## config.mk

```make
export PLATFORM = sky130hd
export DESIGN_NAME = hi_lo_unit
export DESIGN_NICKNAME = d
export VERILOG_FILES = /design/src/rtl/hi_lo_unit_pkg.sv /design/src/rtl/Multiplier_32.sv /design/src/rtl/hi_lo_unit.sv
export SDC_FILE = /design/constraint.sdc
export NUM_CORES = 2
export LEC_CHECK = 0
export ABC_AREA = 0
export ABC_CLOCK_PERIOD_IN_PS = 24200
export BUFFER_PORTS_ARGS = -buffer_cell sky130_fd_sc_hd__buf_2
export CORE_MARGIN = 2
export CORE_UTILIZATION = 49
export CTS_CLUSTER_SIZE = 10
export DETAILED_ROUTE_END_ITERATION = 16
export GPL_TIMING_DRIVEN = 1
export PLACE_DENSITY = 0.66
export SYNTH_ARGS = -nofsm -noshare
export SYNTH_HDL_FRONTEND = slang
export SYNTH_SLANG_ARGS = --single-unit
```

## constraint.sdc

```tcl
create_clock -name clk -period 24.2 [get_ports clk]
set_clock_uncertainty 0.05 [all_clocks]
set_input_delay 1.21 -clock clk [delete_from_list [all_inputs] [get_ports clk]]
set_output_delay 1.21 -clock clk [all_outputs]
set_load 0.02 [all_outputs]
```

## src/rtl/hi_lo_unit_pkg.sv

```systemverilog
// Shared definitions for the HI/LO result stage: op and state encodings and
// the signed-to-unsigned product correction.
package hi_lo_unit_pkg;

   localparam int unsigned CNT_W = 4;

   localparam logic [2:0] OP_NOP   = 3'd0;
   localparam logic [2:0] OP_MULT  = 3'd1;
   localparam logic [2:0] OP_MULTU = 3'd2;
   localparam logic [2:0] OP_MTHI  = 3'd3;
   localparam logic [2:0] OP_MTLO  = 3'd4;

   typedef enum logic [1:0] {
      S_IDLE = 2'd0,
      S_BUSY = 2'd1,
      S_DONE = 2'd2
   } state_t;

   // Turns a signed 32x32 product into the unsigned one, modulo 2^64.
   // A set operand sign bit is worth 2^32 more as unsigned, so the other
   // operand is added in once, shifted up by 32.
   function automatic logic [63:0] correct_unsigned(input logic [63:0] p_s,
                                                    input logic [31:0] a,
                                                    input logic [31:0] b);
      logic [63:0] add_a;
      logic [63:0] add_b;
      add_a = a[31] ? {b, 32'b0} : 64'b0;
      add_b = b[31] ? {a, 32'b0} : 64'b0;
      return p_s + add_a + add_b;
   endfunction

endpackage

```

## src/rtl/Multiplier_32.sv

```systemverilog
// Signed 32x32 -> 64 product source feeding the HI/LO stage.
module Multiplier_32 (
   input  logic [31:0] a,
   input  logic [31:0] b,
   output logic [63:0] p
);

   logic signed [63:0] a_ext;
   logic signed [63:0] b_ext;
   logic signed [63:0] prod;

   assign a_ext = {{32{a[31]}}, a};
   assign b_ext = {{32{b[31]}}, b};
   assign prod  = a_ext * b_ext;
   assign p     = prod;

endmodule

```

## src/rtl/hi_lo_unit.sv

```systemverilog
// HI/LO result stage: latches operands on issue, holds a fixed busy window
// while the multiplier settles, then commits the (corrected) product to HI/LO.
module hi_lo_unit
   import hi_lo_unit_pkg::*;
#(
   parameter int unsigned LATENCY = 4
) (
   input  logic        clk,
   input  logic        rst_n,
   input  logic        start,
   input  logic [2:0]  op,
   input  logic [31:0] A,
   input  logic [31:0] B,
   input  logic        rd_req,
   input  logic        rd_sel,
   output logic [31:0] rd_data,
   output logic        stall,
   output logic        busy,
   output logic        done,
   output logic [31:0] HI,
   output logic [31:0] LO,
   output logic [1:0]  dbg_state
);

   localparam logic [CNT_W-1:0] CNT_LOAD = CNT_W'(LATENCY - 1);

   state_t             state_q, state_d;
   logic [CNT_W-1:0]   cnt_q, cnt_d;
   logic [31:0]        a_q, a_d;
   logic [31:0]        b_q, b_d;
   logic               uns_q, uns_d;
   logic [31:0]        hi_q, hi_d;
   logic [31:0]        lo_q, lo_d;
   logic               busy_q, busy_d;
   logic               done_q, done_d;
   logic [63:0]        prod_s;
   logic [63:0]        result;

   // Multiplier only ever sees the latched operands, so A/B may change freely
   // once the issue edge has passed.
   Multiplier_32 u_mult (
      .a (a_q),
      .b (b_q),
      .p (prod_s)
   );

   assign result = uns_q ? correct_unsigned(prod_s, a_q, b_q) : prod_s;

   // Issue handshake: start is taken on any edge where busy is low (IDLE or
   // DONE); while busy, start is dropped and the issuer must hold off.
   always_comb begin
      state_d = state_q;
      cnt_d   = cnt_q;
      a_d     = a_q;
      b_d     = b_q;
      uns_d   = uns_q;
      hi_d    = hi_q;
      lo_d    = lo_q;
      busy_d  = 1'b0;
      done_d  = 1'b0;

      case (state_q)
         S_BUSY: begin
            if (cnt_q == '0) begin
               hi_d    = result[63:32];
               lo_d    = result[31:0];
               done_d  = 1'b1;
               state_d = S_DONE;
            end else begin
               cnt_d  = cnt_q - 1'b1;
               busy_d = 1'b1;
            end
         end
         default: begin
            state_d = S_IDLE;
            if (start) begin
               case (op)
                  OP_MULT, OP_MULTU: begin
                     a_d     = A;
                     b_d     = B;
                     uns_d   = (op == OP_MULTU);
                     cnt_d   = CNT_LOAD;
                     busy_d  = 1'b1;
                     state_d = S_BUSY;
                  end
                  OP_MTHI: hi_d = A;
                  OP_MTLO: lo_d = A;
                  default: ;
               endcase
            end
         end
      endcase
   end

   always_ff @(posedge clk or negedge rst_n) begin
      if (!rst_n) begin
         state_q <= S_IDLE;
         cnt_q   <= '0;
         a_q     <= '0;
         b_q     <= '0;
         uns_q   <= 1'b0;
         hi_q    <= '0;
         lo_q    <= '0;
         busy_q  <= 1'b0;
         done_q  <= 1'b0;
      end else begin
         state_q <= state_d;
         cnt_q   <= cnt_d;
         a_q     <= a_d;
         b_q     <= b_d;
         uns_q   <= uns_d;
         hi_q    <= hi_d;
         lo_q    <= lo_d;
         busy_q  <= busy_d;
         done_q  <= done_d;
      end
   end

   assign busy      = busy_q;
   assign done      = done_q;
   assign HI        = hi_q;
   assign LO        = lo_q;
   assign rd_data   = rd_sel ? hi_q : lo_q;
   assign stall     = rd_req & busy_q;
   assign dbg_state = state_q;

endmodule

```

==> impl_metrics.yaml <==
status:
  outcome: "finished clean"
synthesis:
  synth_top_family_by_area: "adder cells"
  synthMuxAreaShare_pct: 2.561
  yosysSeqAreaShare_pct: 7.636
  synth-compound-area-share_pct: 5.964
  syn-cell-area_um2: 44890
  synth_adder_area_share_pct: 55.67
  synthFlopType: "dfrtp_1"
  yosys.area_share.simple_pct: 15.40
  ys_warn_count: 0
  syn_inst: 4813
  synth-xor-area-share_pct: 1.806
  yosysTopAreaCell: "fa_1"
  synth_area_leaders: "fa_1, inv_1, dfrtp_1"
  avgSynthCellArea_um2: 9.328
  syn_nets: 6214
  synth_common_cells: "fa_1, inv_1, nand2_1"
  synthArstFlopShare_pct: 100.0
  synth_top_cell_area_share_pct: 49.68
  synth-seq-cells: 137
  synth.most_common_cell: "fa_1"
  synth_edf_count: 0
  synthDistinctLibCells: 70
floorplanning:
  core_area_um2: 91250
  rows: 111
  die_w_um: 306.7
  ios: 173
  dieArea_um2: 94060
  dieHeight_um: 306.7
  initial_core_util_pct: 49.20
worst_setup_path:
  r2r_slack_ns: 11.26
  critPathCaptureType: "flip-flop"
  crit_end: "HI[31]"
  cp-startpoint: "b_q[6]"
  worst_setup_path_start_kind: "flip-flop"
  crit_fanout: 33
  worstReg2RegStart: "b_q[6]"
  cpPeakStageDelay_ns: 1.14
  worstPathArrival_ns: 13.30
  path_class: "reg -> reg"
  r2r_cells: 33
  cpMaxStageDelayCell: "fa_1"
  cpMostUsedCell: "fa_1"
  cp_data_required_time_ns: 24.56
  r2r-end: "HI[31]"
sta:
  setup_viol: 0
  tns_ns: 0
  period_minus_slack_ns: 12.94
  drv_slew: 0
  hold_violations: 0
  rsz0062_at_grt: "no"
  holdWs_ns: 0.4594
  fmax_mhz: 77.30
  finalCritPeriodShare_pct: 53.46
  tightest_slew_ns: 1.159
  slew_headroom_pct: 20.71
  setup_ws_ns: 11.26
placement:
  dpl_worst_slack_ns: 11.56
  dpl.hpwl_mm: 100.0
  placed_area_um2: 46860
  globalplace.congestion: 0.9478
  io_buffers: 172
cts:
  cts_hold_buf: 0
  cts_tree: "yes"
  cts.repair.resized: 0
  cts_root_buf: "clkbuf_16"
  cts_buffers: 17
  cts-htree-levels: 4
  cts_setup_buffers: 0
  cts.path.max_buffers: 2
  clkTransAtPathRegs_ns: 0.08
  cts_sinks: 137
  clk_latency_ns: 0.52
routing:
  wl_mm: 125.2
  dr.max_layer_used: "met5"
  vias: 32820
  wl_met2_mm: 65.75
  wl_met1_mm: 48.11
  ant_nets: 0
  wire_per_inst_um: 20.81
  drtPass1Iterations: 5
  drt_iter0_drc: 2138
  wl_met3_mm: 6.437
  vias_per_cell: 5.455
  drc_errors: 0
global_route:
  grt_max_degree: 76
  grt_pass1_vias: 36030
  grt_antenna_before_repair: 7
  grt_use_total_pct: 28.10
  grt.overflow.total: 0
  grt_first_pass_wirelength_mm: 202.3
cells_and_area:
  finish.instance_area_um2: 47500
  drive_gt1_share_pct: 8.345
  area_delta_synth_final_pct: 5.808
  fillCellCount: 8462
  layout.nets: 6217
min_path:
  holdCritPathClass: "reg -> reg"
job:
  max_cap_violations: 0
## sequential cells by signal (all words and copies together), names as in the netlist
signal,count
busy,1
HI,32
a_q,32
done,1
uns_q,1
dbg_state,2
LO,32
b_q,32
cnt_q,4
## metrics by stage
stage                     util, %  std cells
final                       52.06       6017
after global routing        52.05       6015
after CTS                   52.05       6015
after detailed placement    51.35       5983
after global placement      51.35       5983
after floorplan                 -       4813
## critical path, delay by kind of cell (launching register included)
kind	cells	cell delay, ns
xor gates and xnor gates	2	0.78
and+or+nand+nor	5	0.86
AOI/OAI and AO/OA	10	3.03
buffers and inverters	4	0.66
DFF	1	1.09
adders and majority gates	11	6.19
muxes	1	0.12
## worst min-delay path by stage
stage	start	to	slack (ns)	cells after the start
after global placement	cnt_q[0]	cnt_q[0]	0.43	1
after floorplan	cnt_q[0]	cnt_q[0]	0.41	1
after CTS	cnt_q[0]	cnt_q[0]	0.45	1
after global routing	b_q[21]	b_q[21]	0.49	1
final	cnt_q[0]	cnt_q[0]	0.46	1
after detailed placement	cnt_q[0]	cnt_q[0]	0.44	1
## cells by family after synthesis
kind of cell | after synthesis
AND/OR/NAND/NOR | 1428
adder cells (fa/ha/maj) | 1329
buffers and inverters | 1312
AO/OA/AOI/OAI | 413
flip-flops | 137
multiplexers | 103
XOR/XNOR | 91
## layout by cell type (no fill, tap or decap), types with 18 or more instances in the layout
cell and count:
nor2b_1 27, nand2_1 686, mux2_2 95, nand2b_1 23, buf_2 171, ha_1 215
xnor2_1 60, a21o_1 38, a31oi_1 27, and2_1 460, nand3_1 30, inv_1 1046
nor3_1 18, nor2_1 109, o21ai_0 88, fa_1 1114, a21oi_1 132, xor2_1 30
buf_4 76, dfrtp_1 133
## per-layer routing
metal  vias up  GRT usage [%]
met2       945          50.37
met3       241          3.391
met5         -              0
met1     17380          34.83
li1      14250              -
met4         4          10.41
## area by class of cell
cell class                      count  area [um^2]  share of cell area [%]
Multi-Input combinational cell   3364        36570                   76.98
Clock inverter                     14        200.2                  0.4214
Inverter                         1048         3934                   8.281
Tap cell                         1186         1484                   3.124
Antenna cell                        2        5.005                 0.01054
Timing Repair Buffer              248         1438                   3.026
Clock buffer                       18        439.2                  0.9245
Sequential cell                   137         3433                   7.228
Power is left out: the tool's default activity adds up to more than one toggle a clock period on the data nets, which glitch-free logic cannot reach.
